$ cat src/rtl/multicycle_controller.sv
// Multi-cycle sequencing controller for the processor datapath.
// Each instruction is stepped through fetch, decode, execute, memory and
// write-back states. One memory port serves both instruction fetch and
// data access, and the memory ready handshake stalls the sequence.
module multicycle_controller #(
  parameter logic [5:0] OPC_R   = 6'd0,
  parameter logic [5:0] OPC_LW  = 6'd1,
  parameter logic [5:0] OPC_SW  = 6'd2,
  parameter logic [5:0] OPC_BEQ = 6'd3
) (
  input  logic       clk,
  input  logic       rst,
  input  logic [5:0] opcode,
  input  logic [5:0] func,
  input  logic       mem_ready,
  output logic       PCWrite,
  output logic       PCWriteCond,
  output logic       PCSource,
  output logic       IorD,
  output logic       MemRead,
  output logic       MemWrite,
  output logic       IRWrite,
  output logic       RegDst,
  output logic       MemToReg,
  output logic       RegWrite,
  output logic       ALUSrcA,
  output logic [1:0] ALUSrcB,
  output logic [1:0] ALU_op,
  output logic       instr_done,
  output logic       illegal
);

  typedef enum logic [3:0] {
    S_FETCH,
    S_DECODE,
    S_EXEC_R,
    S_WB_R,
    S_ADDR,
    S_MEM_RD,
    S_WB_MEM,
    S_MEM_WR,
    S_BRANCH
  } state_t;

  state_t state_q, state_d;

  // State register; reset forces FETCH immediately, abandoning any instruction.
  always_ff @(posedge clk or posedge rst) begin
    // NOTE: sequential state uses non-blocking assignments so every flop
    // samples the pre-edge value, independent of block evaluation order.
    if (rst) state_q <= S_FETCH;
    else     state_q <= state_d;
  end

  // Next-state logic and Moore outputs decoded from the current state.
  always_comb begin
    // NOTE: every output and the next state get a default first; any path
    // that leaves one unassigned would otherwise infer a latch.
    state_d     = state_q;
    PCWrite     = 1'b0;
    PCWriteCond = 1'b0;
    PCSource    = 1'b0;
    IorD        = 1'b0;
    MemRead     = 1'b0;
    MemWrite    = 1'b0;
    IRWrite     = 1'b0;
    RegDst      = 1'b0;
    MemToReg    = 1'b0;
    RegWrite    = 1'b0;
    ALUSrcA     = 1'b0;
    ALUSrcB     = 2'b00;
    ALU_op      = 2'b00;
    instr_done  = 1'b0;
    illegal     = 1'b0;

    unique case (state_q)
      S_FETCH: begin
        // PC+4 is computed by the ALU while the instruction is read.
        MemRead = 1'b1;
        ALUSrcB = 2'b01;
        // IR and PC loads wait for the memory, and never happen while
        // reset is held even if memory reports ready.
        IRWrite = mem_ready & ~rst;
        PCWrite = mem_ready & ~rst;
        if (mem_ready) state_d = S_DECODE;
      end

      S_DECODE: begin
        // Branch target (PC + imm<<2) is computed speculatively into ALUOut.
        ALUSrcB = 2'b11;
        if (opcode == OPC_R && func <= 6'd3)        state_d = S_EXEC_R;
        else if (opcode == OPC_LW || opcode == OPC_SW) state_d = S_ADDR;
        else if (opcode == OPC_BEQ)                 state_d = S_BRANCH;
        else begin
          illegal = 1'b1;
          state_d = S_FETCH;
        end
      end

      S_EXEC_R: begin
        ALUSrcA = 1'b1;
        ALUSrcB = 2'b00;
        ALU_op  = func[1:0];
        state_d = S_WB_R;
      end

      S_WB_R: begin
        RegDst     = 1'b1;
        RegWrite   = 1'b1;
        instr_done = 1'b1;
        state_d    = S_FETCH;
      end

      S_ADDR: begin
        // Effective address = reg A + sign-extended immediate.
        ALUSrcA = 1'b1;
        ALUSrcB = 2'b10;
        if (opcode == OPC_LW)      state_d = S_MEM_RD;
        else if (opcode == OPC_SW) state_d = S_MEM_WR;
        else                       state_d = S_FETCH;
      end

      S_MEM_RD: begin
        MemRead = 1'b1;
        IorD    = 1'b1;
        if (mem_ready) state_d = S_WB_MEM;
      end

      S_WB_MEM: begin
        MemToReg   = 1'b1;
        RegWrite   = 1'b1;
        instr_done = 1'b1;
        state_d    = S_FETCH;
      end

      S_MEM_WR: begin
        MemWrite   = 1'b1;
        IorD       = 1'b1;
        instr_done = mem_ready;
        if (mem_ready) state_d = S_FETCH;
      end

      S_BRANCH: begin
        // Subtract to compare; the PC loads the target only on ALU zero.
        ALUSrcA     = 1'b1;
        ALUSrcB     = 2'b00;
        ALU_op      = 2'b01;
        PCWriteCond = 1'b1;
        PCSource    = 1'b1;
        instr_done  = 1'b1;
        state_d     = S_FETCH;
      end

      default: state_d = S_FETCH;
    endcase
  end

endmodule

$ cat config.mk
export PLATFORM = sky130hd
export DESIGN_NAME = multicycle_controller
export DESIGN_NICKNAME = d
export VERILOG_FILES = /design/src/rtl/multicycle_controller.sv
export SDC_FILE = /design/constraint.sdc
export NUM_CORES = 1
export LEC_CHECK = 0
export CAP_MARGIN = 20
export CORE_MARGIN = 3
export CORE_UTILIZATION = 27
export DETAILED_ROUTE_END_ITERATION = 7
export HOLD_SLACK_MARGIN = 0.12
export PLACE_DENSITY = 0.59
export SYNTH_ARGS = -nofsm -noshare
export SYNTH_HDL_FRONTEND = slang
export SYNTH_SLANG_ARGS = --single-unit
$ cat constraint.sdc
create_clock -name clk -period 2.91 [get_ports clk]
set_input_delay 0.4365 -clock clk [delete_from_list [all_inputs] [get_ports clk]]
set_output_delay 0.4365 -clock clk [all_outputs]
set_load 0.1 [all_outputs]
# Word-level counts from Yosys, hierarchy flattened
# Cells that the tools add are included.
word_totals:
  output_inout_bits: 17
  regBits: 4
  in_bits: 15
op_classes:
  bitwise_logic: 2
  n_reduce_logical: 10
  n_lt_le_gt_ge: 1
  n_eq_ne: 14
  n_mux: 25
op_table:
  columns: ["cell", "n"]
  rows:
  - ["two-way mux 4 bit", 6]
  - ["one-hot mux 4 bit (6 select lines)", 1]
  - ["equality test 4 x 3 -> 1 bit, second input constant", 4]
  - ["two-way mux 1 bit", 13]
  - ["equality test 6 x 2 -> 1 bit, second input constant", 2]
  - ["equality test 4 x 2 -> 1 bit, second input constant", 2]
  - ["equality test 6 x 1 -> 1 bit, second input constant", 1]
  - ["less-or-equal comparator 6 x 2 -> 1 bit, second input constant", 1]
  - ["logical NOT 6 bit", 1]
  - ["two-way mux 3 bit", 2]
  - ["!= test 2 bit, second input constant", 3]
  - ["one-hot mux 2 bit (3 select lines)", 1]
  - ["OR reduction 2 bit", 3]
  - ["OR reduction 3 bit", 2]
  - ["equality test 4 x 1 -> 1 bit, second input constant", 1]
  - ["equality test 4 bit, second input constant", 1]
  - ["logical NOT 4 bit", 1]
  - ["one-hot mux 2 bit (2 select lines)", 1]
  - ["AND reduction 3 bit", 1]
  - ["one-hot mux 1 bit (2 select lines)", 1]
  - ["bitwise AND 1 bit", 1]
  - ["logical AND 1 bit", 1]
  - ["logical OR 1 bit", 1]
  - ["NOT 1 bit", 1]

# Depth between registers and ports, before layout
# Gate-level depths: netlist (run 1).
logic_depth:
  ltp_word: 5
  ltp_mapped: 5
  mapped_depth_nobuf: 4

# Worst setup path after synthesis (run 1)
# No wires, ideal clock.
synth_path:
  kind: "register to output"
  from: "reg state_q[1]"
  to: "out PCWrite"
  setup_slack_ns: -1.882
  stages_incl_launch_ff: 5
  arrival_time_ns: 4.355
  cell_sequence: "dfrtp_1 -> or2_1 -> buf_2 -> nor4_1 -> buf_4"
synth_via:
  elab_chain_cells: 2
synth_rtl:
  columns: ["item", "line_no", "text"]
  rows:
  - ["from (decl)", "45", "state_t state_q, state_d;"]
  - ["from (signal assigned)", "52", "else state_q <= state_d;"]
  - ["logical NOT 4 bit", null, null]
  - ["two-way mux 1 bit", null, null]
  - ["to (decl)", "16", "output logic PCWrite,"]
# No other way between the ends.

# Final worst setup path (run 1)
layout_path:
  from: "reg state_q[2]"
  to: "out PCWrite"
layout_via:
  elab_chain_cells: 2
layout_rtl:
  columns: ["item", "line_no", "text"]
  rows:
  - ["logical NOT 4 bit", "76", "unique case (state_q)"]
  - ["two-way mux 1 bit", "76", null]
# No other way between the ends.

==> metrics.yaml, run 1 <==
placement:
  place.gp.congestion: 0.774
  postPlaceCellArea_um2: 857
  dp_hpwl_um: 1110
  dpl.cell_count: 114
  portBuffers: 31
outcome:
  outcome: "completed"
worst_setup_path:
  rr_endpoint: "state_q[0]$_DFFE_PP0P_"
  start_kind: "register"
  rr_startpoint: "state_q[2]$_DFFE_PP0P_"
  cp_slowest_cell: "dfrtp_1"
  cp-endpoint: "PCWrite"
  arrival_ns: 1.91
  slowest_delay_ns: 0.56
  cp_num_cells: 3
  path_buf_inv: 1
  worst_ep_required_time_ns: 2.47
  critPathCaptureType: "output pin"
  crit_fanout: 12
  cp_cell_sequence: "or2_1, nor4_4, buf_12"
  crit_start: "state_q[2]$_DFFE_PP0P_"
  rrSetupSlack_ns: 1.30
  crit_family: "simple AND/OR/NAND/NOR gates"
  path_class: "register to output pin"
  rr_worst_depth: 3
synthesis:
  ys_ff_latch: 4
  syn_inst: 66
  synth_cell_types: 35
  yosysWarnings: 0
  seq_area_frac_synth: 0.205
  synth_area_per_cell_um2: 7.41
  synth_area_leaders: "dfrtp_1 (20%), nor2_1 (6.1%), nor3_1 (5.1%)"
  yosys.area.top_type_share: 0.205
  ys.flop_type: "dfrtp_1"
  synthArstFlopShare: 1.00
  synth_area_um2: 489
  syn_nets: 81
  synth_edf_count: 0
  synth_top_area_cell: "dfrtp_1"
pwr:
  p_leak_uw: 0.000372
  clkPwrFrac: 0.236
  p_switching_uw: 134
  p_int_uw: 156
  powerDensity_nw_per_um2: 329
  seqPwrFrac: 0.229
  power_frac_comb: 0.535
  ir_drop_mv: 0.298
  p_total_uw: 290
  sw_frac_of_total: 0.461
final_layout:
  reg.largest.list: "state_q x4"
  area_delta_synth_final_pct: 79.8
  stdcell_count: 117
  antennaDiodeCount: 0
  regMostFlops: "state_q"
  post-route-cell-area_um2: 880
  finalNetCount: 110
  largest_reg_flops: 4
  drive_above_1_share: 0.409
clock_tree:
  clk_latency_ns: 0.23
  numCtsBuffers: 3
  cts_tree: "built"
  cts_buffer_depth: 2
  cts_hold_buf: 0
  clkTransAtPathRegs_ns: 0.04
  cts_setup_buffers: 0
  cts-resized-gates: 0
  cts.sinks: 4
  htreeDepth: 1
  root_buffer: "clkbuf_4"
grt:
  grt_use_total: 0.130
  gr-usage-met1: 0.143
  grt_pass1_vias: 585
  met3_usage: 0.0644
  grt_max_degree: 15
  grt_first_pass_wirelength_um: 2470
  overflow: 0
  top_usage_layer: "met2"
  use_met2: 0.220
  antenna_found_initial: 0
routing:
  via_per_inst: 4.91
  route.vias.total: 575
  dr.first_iter.drc_count: 4
  route.detailed.drc: 0
  ant_nets: 0
  dr.pass1.iters: 4
  wire_per_inst_um: 11.9
  routed_wl_um: 1390
timing:
  worst_hold_slack_ns: 0.498
  slew_viol_final: 0
  setup_viol: 0
  hold_viol: 0
  setup_tns_ns: 0
  worst_slew_pin_slew_ns: 0.529
  slew_headroom: 0.647
  max_freq_ghz: 0.426
  period_share: 0.806
  finalCriticalPeriod_ns: 2.35
  rsz0062_at_grt: "no"
  clock-skew-final_ns: 0.00209
floorplanning:
  start_util: 0.304
  dieWidth_um: 48.6
  die_h_um: 48.6
  die_area_um2: 2360
  io_pins: 32
  core-area_um2: 1610
  rows: 14
worst_hold_path:
  hold_class: "input pin to async pin"
job:
  drv_cap: 0
## worst register-to-register path: cells and delay by family, from the launching register on
family / cells / cell delay (ns)
AO/OA/AOI/OAI: 1 / 0.29
flip-flops: 1 / 0.66
AND/OR/NAND/NOR: 2 / 0.55
## synth_stat cells (all sizes together) (4+ instances only)
library cell  n
buf           7
dfrtp         4
inv           5
nand2         4
nor2          9
nor3          5
nor4          4
## logic make-up (layout without fill, tap and decap cells)
logic type / after synthesis / in the layout / share of synthesized area
AND/OR/NAND/NOR: 35 / 35 / 0.425
AO/OA/AOI/OAI: 12 / 12 / 0.192
XOR/XNOR: 3 / 3 / 0.0537
buffers and inverters: 12 / 39 / 0.125
flip-flops: 4 / 4 / 0.205
## area by class of cell
class / count / area [µm²]
timing repair buffer: 31 / 318
sequential: 4 / 100
clock buffer: 3 / 22.5
fill: 161 / 732
multi-input combinational: 50 / 390
inverter: 5 / 18.8
tap: 24 / 30.0
## how the worst min path moves through the flow
stage	slack (ns)	start	endpoint
after floorplan	0.20	rst	state_q[0]$_DFFE_PP0P_
after global placement	0.70	state_q[3]$_DFFE_PP0P_	state_q[0]$_DFFE_PP0P_
after detailed placement	0.69	state_q[3]$_DFFE_PP0P_	state_q[0]$_DFFE_PP0P_
after CTS	0.50	rst	state_q[3]$_DFFE_PP0P_
after global routing	0.52	rst	state_q[1]$_DFFE_PP0P_
final	0.50	rst	state_q[0]$_DFFE_PP0P_
## through the flow
step                      setup slack [ns]   util
after floorplan                      0.144      -
after global placement               0.659  0.532
after detailed placement             0.667  0.532
after CTS                            0.566  0.546
after global routing                 0.480  0.546
final                                0.565  0.546
## layer usage
layer	vias up	routed length (µm)
met5	-	0
met4	0	21
met3	2	138
met2	28	630
met1	260	599
li1	285	-
## cells in the final DEF (no fill, tap or decap), types with 2 or more instances in the layout
cell and count:
buf_4 13, clkbuf_4 3, nor3b_4 2, nor2b_1 2, nor4_4 2, nand3_1 2
dfrtp_1 4, clkdlybuf4s50_1 14, nor2_2 2, nand2_1 3, nor2_1 7, nor3_2 4
inv_1 4, buf_12 4, nor4_1 2, xor2_1 2, a21oi_1 2
## power groups by stage
| stage | combinational [µW] | clock, µW | sequential [µW] |
|---|---|---|---|
| 2_1_floorplan | 111 | 0 | 59.4 |
| 3_3_place_gp | 156 | 0 | 66.7 |
| 3_5_place_dp | 156 | 0 | 66.9 |
| 4_1_cts | 156 | 71.5 | 66.1 |
| 5_1_grt | 162 | 77.5 | 66.9 |
| 6_report | 155 | 68.2 | 66.4 |
(Power assumes the default switching activity.)
==> run 2, diff against run 1 <==
--- a/config.mk
+++ b/config.mk
@@ -10,7 +10,7 @@
 export CORE_UTILIZATION = 27
 export DETAILED_ROUTE_END_ITERATION = 7
 export HOLD_SLACK_MARGIN = 0.12
-export PLACE_DENSITY = 0.59
+export PLACE_DENSITY = 0.61
 export SYNTH_ARGS = -nofsm -noshare
 export SYNTH_HDL_FRONTEND = slang
 export SYNTH_SLANG_ARGS = --single-unit
==> constraint.sdc (replaced) <==
create_clock -name clk -period 2.1 [get_ports clk]
set_input_delay 0.315 -clock clk [delete_from_list [all_inputs] [get_ports clk]]
set_output_delay 0.315 -clock clk [all_outputs]
set_load 0.1 [all_outputs]
==> run 2 against run 1 <==
Compared with the run above:
- die area unchanged
- core utilization is 17 points higher
- worst setup slack got worse by 0.45 ns
- register-to-register slack worse by 0.51 ns
- non-clock buffer count increased by 8
- critical path depth rose by 2
- flip-flop and latch count unchanged
- critical path type unchanged
==> metrics.yaml, run 2 (synthesis gave the netlist of run 1 again) <==
outcome:
  outcome: "completed"  # unchanged
final_layout:
  final_cell_mix: "buf_12 (17), clkdlybuf4s50_1 (14), buf_4 (8)"  # was clkdlybuf4s50_1 (14), buf_4 (13), nor2_1 (7)
  fill_cells: 131  # was 161
  reg.largest.list: "state_q x4"  # unchanged
  post-route-cell-area_um2: 1150  # was 880 µm²
  antennaDiodeCount: 0  # unchanged
  layout_commonest_cell: "buf_12"  # was clkdlybuf4s50_1
  stdcell_count: 125  # was 117
  largest_reg_flops: 4  # unchanged
  finalNetCount: 118  # was 110
  area_delta_synth_final_pct: 135  # was 79.8%
  drive_above_1_share: 0.505  # was 0.409
  regMostFlops: "state_q"  # unchanged
pwr:
  ir_drop_mv: 0.361  # was 0.298 mV
  p_leak_uw: 0.000459  # was 0.000372 µW
  powerDensity_nw_per_um2: 387  # was 329 nW/µm²
timing:
  period_share: 0.946
  slew_headroom: 0.724  # was 0.647
  hold_viol: 0  # unchanged
  max_freq_ghz: 0.504
  setup_tns_ns: 0  # unchanged
  clock-skew-final_ns: 0.00416  # was 0.00209 ns
  slew_viol_final: 0  # unchanged
  finalCriticalPeriod_ns: 1.99
  setup_ws_ns: 0.114  # was 0.565 ns
  worst_slew_pin_slew_ns: 0.415  # was 0.529 ns
  rsz0062_at_grt: "no"  # unchanged
  setup_viol: 0  # unchanged
routing:
  wire_per_inst_um: 12.7  # was 11.9 µm
  dr.pass1.iters: 4  # unchanged
  ant_nets: 0  # unchanged
  via_per_inst: 4.86  # was 4.91
  routed_wl_um: 1590  # was 1390 µm
  route.vias.total: 608  # was 575
  dr.first_iter.drc_count: 23  # was 4
  route.detailed.drc: 0  # unchanged
grt:
  grt_use_total: 0.137  # was 0.130
  overflow: 0  # unchanged
  antenna_found_initial: 0  # unchanged
  grt_max_degree: 14  # was 15
  grt_first_pass_wirelength_um: 2620  # was 2470 µm
  grt_pass1_vias: 599  # was 585
floorplanning:
  core-area_um2: 1610  # unchanged
  rows: 14  # unchanged
  die_h_um: 48.6  # unchanged
  die_area_um2: 2360  # unchanged
  dieWidth_um: 48.6  # unchanged
  start_util: 0.304  # unchanged
  io_pins: 32  # unchanged
job:
  drv_cap: 0  # unchanged
worst_setup_path:
  rr_worst_depth: 5  # was 3
  cp_cell_sequence: "nor2_2, inv_1, nor4_4, buf_4, buf_12"  # was or2_1, nor4_4, buf_12
  crit_family: "flip-flops"  # was simple AND/OR/NAND/NOR gates
  arrival_ns: 1.67  # was 1.91 ns
  slowest_delay_ns: 0.51  # was 0.56 ns
  rrSetupSlack_ns: 0.79  # was 1.30 ns
  worst_ep_required_time_ns: 1.78  # was 2.47 ns
  path_buf_inv: 3  # was 1
  critPathCaptureType: "output pin"  # unchanged
  rr_startpoint: "state_q[2]$_DFFE_PP0P_"  # unchanged
  crit_fanout: 10  # was 12
  cp_slowest_cell: "dfrtp_2"  # was dfrtp_1
  rr_endpoint: "state_q[1]$_DFFE_PP0P_"  # was state_q[0]$_DFFE_PP0P_
  start_kind: "register"  # unchanged
  path_class: "register to output pin"  # unchanged
placement:
  portBuffers: 31  # unchanged
  pre_cts_ws_ns: 0.164  # was 0.667 ns
  dpl.cell_count: 121  # was 114
  postPlaceCellArea_um2: 1120  # was 857 µm²
  dp_hpwl_um: 1300  # was 1110 µm
  place.gp.congestion: 0.824  # was 0.774
clock_tree:
  clkTransAtPathRegs_ns: 0.04  # about the same
  cts_hold_buf: 0  # unchanged
  cts_buffer_depth: 2  # unchanged
  htreeDepth: 1  # unchanged
  cts.sinks: 4  # unchanged
  clk_latency_ns: 0.23  # about the same
  numCtsBuffers: 3  # unchanged
  root_buffer: "clkbuf_4"  # unchanged
  cts_tree: "built"  # unchanged
worst_hold_path:
  hold_class: "input pin to async pin"  # unchanged
run 2: changes by cell type in the layout (fill, tap and decap cells not counted), sizes merged:
cell  change
buf       +8
run 2: what timing repair did:
item	in CTS	in global routing
gates resized for setup	0	2
setup endpoints to repair	0	3
buffers inserted	0	1
run 2: how the worst max path moves through the flow:
| stage | from | cells after the start | to | slack, ns |
|---|---|---|---|---|
| floorplan | state_q[1]$_DFFE_PP0P_ | 4 | PCWrite | -0.45 |
| global placement | mem_ready | 6 | instr_done | 0.17 |
| detailed placement | mem_ready | 6 | instr_done | 0.16 |
| CTS | state_q[0]$_DFFE_PP0P_ | 4 | instr_done | 0.07 |
| global route | mem_ready | 6 | instr_done | 0.03 |
| finish | state_q[0]$_DFFE_PP0P_ | 5 | PCWrite | 0.11 |
run 2: final cells by class:
| cell class | count | area (µm²) | share of cell area |
|---|---|---|---|
| Tap cell | 24 | 30.0 | 0.0261 |
| Inverter | 5 | 18.8 | 0.0163 |
| Multi-Input combinational cell | 50 | 437 | 0.380 |
| Sequential cell | 4 | 101 | 0.0881 |
| Clock buffer | 3 | 22.5 | 0.0196 |
| Timing Repair Buffer | 39 | 541 | 0.470 |
run 2: stage by stage:
stage	power [µW]	utilization	hold slack (ns)
3_3_place_gp	347	0.693	0.603
3_5_place_dp	349	0.693	0.617
4_1_cts	442	0.707	0.375
2_1_floorplan	250	-	0.0811
6_report	445	0.714	0.363
5_1_grt	464	0.714	0.411
run 2: power by group:
part	switching, µW	internal (µW)	total (µW)
combinational	156	103	259
clock	31.0	63.9	94.9
sequential	10.4	80.7	91.1
run 2: metal layers:
layer	wire [µm]	GRT usage	vias up	share of wire
li1	-	-	302	-
met1	683	0.153	271	0.43
met2	799	0.252	32	0.50
met3	97	0.0368	3	0.061
met4	10	0.0427	0	0.0063
met5	0	0	-	0
==> run 3, diff against run 2 <==
--- a/config.mk
+++ b/config.mk
@@ -8,9 +8,11 @@
 export CAP_MARGIN = 20
 export CORE_MARGIN = 3
 export CORE_UTILIZATION = 27
+export CTS_BUF_LIST = sky130_fd_sc_hd__clkbuf_4
 export DETAILED_ROUTE_END_ITERATION = 7
 export HOLD_SLACK_MARGIN = 0.12
 export PLACE_DENSITY = 0.61
+export RECOVER_POWER = 100
 export SYNTH_ARGS = -nofsm -noshare
 export SYNTH_HDL_FRONTEND = slang
 export SYNTH_SLANG_ARGS = --single-unit
==> run 3 against run 2 <==
Compared with the run above:
- combinational power down 9.3%
- cell area is 11% lower
- register-to-register slack is essentially flat
- total power is 5.8% lower
- die area did not move
- flip-flop and latch count did not move
- non-clock buffer count stayed put
- critical path depth unchanged
- worst hold slack improved by 0.12 ns
- core utilization fell by 8.1 points
- critical path type unchanged
- largest cell class unchanged
- highest routed layer unchanged
==> metrics.yaml, run 3 (synthesis gave the netlist of run 1 again) <==
worst_hold_path:
  hold_class: "input pin to async pin"  # unchanged
grt:
  grt_use_total: 0.137  # unchanged
  overflow: 0  # unchanged
  grt_first_pass_wirelength_um: 2620  # unchanged
  grt_pass1_vias: 599  # unchanged
  grt_max_degree: 14  # unchanged
  antenna_found_initial: 0  # unchanged
worst_setup_path:
  cp-endpoint: "PCWrite"  # unchanged
  critPathCaptureType: "output pin"  # unchanged
  start_kind: "register"  # unchanged
  rr_startpoint: "state_q[2]$_DFFE_PP0P_"  # unchanged
  rr_worst_depth: 5  # unchanged
  path_class: "register to output pin"  # unchanged
  worst_ep_required_time_ns: 1.78  # about the same
  rr_endpoint: "state_q[1]$_DFFE_PP0P_"  # unchanged
  arrival_ns: 1.69  # was 1.67 ns
  rrSetupSlack_ns: 0.80  # was 0.79 ns
  crit_start: "state_q[3]$_DFFE_PP0P_"  # was state_q[0]$_DFFE_PP0P_
  crit_fanout: 6  # was 10
timing:
  clock-skew-final_ns: 0.00451  # was 0.00416 ns
  period_share: 0.957  # was 0.946
  finalCriticalPeriod_ns: 2.01  # was 1.99 ns
  max_freq_ghz: 0.498  # was 0.504 GHz
  setup_viol: 0  # unchanged
  hold_viol: 0  # unchanged
  setup_tns_ns: 0  # unchanged
  slew_headroom: 0.634  # was 0.724
  worst_hold_slack_ns: 0.485  # was 0.363 ns
  slew_viol_final: 0  # unchanged
  rsz0062_at_grt: "no"  # unchanged
  worst_slew_pin_slew_ns: 0.551  # was 0.415 ns
pwr:
  powerDensity_nw_per_um2: 412  # was 387 nW/µm²
  ir_drop_mv: 0.358  # was 0.361 mV
  p_leak_uw: 0.000427  # was 0.000459 µW
clock_tree:
  root_buffer: "clkbuf_4"  # unchanged
  cts.sinks: 4  # unchanged
  cts_buffer_depth: 2  # unchanged
  numCtsBuffers: 3  # unchanged
  htreeDepth: 1  # unchanged
  cts_hold_buf: 0  # unchanged
  clk_latency_ns: 0.23  # about the same
  clkTransAtPathRegs_ns: 0.04  # about the same
  cts_tree: "built"  # unchanged
final_layout:
  reg.largest.list: "state_q x4"  # unchanged
  largest_reg_flops: 4  # unchanged
  fill_cells: 152  # was 131
  area_delta_synth_final_pct: 108  # was 135%
  stdcell_count: 125  # unchanged
  final_cell_mix: "clkdlybuf4s50_1 (13), buf_12 (11), clkbuf_4 (6), buf_4 (6), nor2_1 (5)"  # was buf_12 (17), clkdlybuf4s50_1 (14), buf_4 (8)
  antennaDiodeCount: 0  # unchanged
  layout_commonest_cell: "clkdlybuf4s50_1"  # was buf_12
  finalNetCount: 118  # unchanged
  drive_above_1_share: 0.446  # was 0.505
  regMostFlops: "state_q"  # unchanged
floorplanning:
  start_util: 0.304  # unchanged
  die_h_um: 48.6  # unchanged
  core-area_um2: 1610  # unchanged
  io_pins: 32  # unchanged
  die_area_um2: 2360  # unchanged
  rows: 14  # unchanged
  dieWidth_um: 48.6  # unchanged
routing:
  route.detailed.drc: 0  # unchanged
  ant_nets: 0  # unchanged
  route.vias.total: 613  # was 608
  routed_wl_um: 1610  # was 1590 µm
  via_per_inst: 4.90  # was 4.86
  wire_per_inst_um: 12.9  # was 12.7 µm
  dr.first_iter.drc_count: 17  # was 23
  dr.pass1.iters: 4  # unchanged
placement:
  portBuffers: 31  # unchanged
  dp_hpwl_um: 1300  # unchanged
  dpl.cell_count: 121  # unchanged
  place.gp.congestion: 0.824  # unchanged
outcome:
  outcome: "completed"  # unchanged
job:
  drv_cap: 0  # unchanged
## run 3: cell count changes in the layout (fill, tap and decap cells not counted), sizes merged
cell	change
buf	-6
clkbuf	+6
clkdlybuf4s50	-1
dlygate4sd3	+1
## run 3: how the worst min path moves through the flow
stage / slack, ns / cells past startpoint / end / from
6_report: 0.48 / 2 / state_q[1]$_DFFE_PP0P_ / rst
5_1_grt: 0.52 / 2 / state_q[3]$_DFFE_PP0P_ / rst
4_1_cts: 0.38 / 2 / state_q[1]$_DFFE_PP0P_ / rst
3_5_place_dp: 0.62 / 2 / state_q[2]$_DFFE_PP0P_ / rst
3_3_place_gp: 0.60 / 2 / state_q[0]$_DFFE_PP0P_ / rst
2_1_floorplan: 0.08 / 1 / state_q[0]$_DFFE_PP0P_ / rst
## run 3: per-stage QoR
stage / area, µm² / setup WS, ns / util / total power, µW
4_1_cts: 1140 / 0.0655 / 0.707 / 442
2_1_floorplan: 624 / -0.447 / - / 250
3_3_place_gp: 1120 / 0.165 / 0.693 / 347
6_report: 1020 / 0.0911 / 0.633 / 420
3_5_place_dp: 1120 / 0.164 / 0.693 / 349
5_1_grt: 1020 / 0.0160 / 0.633 / 439
## run 3: what timing repair did
item                       4_1_cts  5_1_grt
setup buffers                    0        1
setup endpoints to repair        0        3
resized for setup                0        2
## run 3: where the power goes
part / internal, µW / total, µW / leakage, µW / switching, µW
logic: 85.8 / 235 / 0.000360 / 149
clock network: 63.9 / 94.6 / 0.0000138 / 30.7
registers: 80.7 / 90.0 / 0.0000530 / 9.26
## run 3: layout make-up
| type | instances | area (µm²) | share of cell area |
|---|---|---|---|
| flip-flops and latches | 4 | 101 | 0.0994 |
| multi-input cells | 50 | 385 | 0.378 |
| inverters | 5 | 18.8 | 0.0184 |
| clock buffers | 3 | 22.5 | 0.0221 |
| repair buffers | 39 | 462 | 0.453 |
| well taps | 24 | 30.0 | 0.0294 |
## run 3: routing by layer
layer	wire length, µm	up-vias	track usage
met1	671	278	0.153
li1	-	300	-
met2	825	33	0.252
met3	104	2	0.0368
met5	0	-	0
met4	6	0	0.0427
## run 3: worst max-delay path, cell delays in order, from the launching register on
cell and delay [ns]:
dfrtp_1 0.48, nor2_2 0.20, inv_1 0.13, nor4_4 0.28, buf_4 0.18, buf_8 0.20
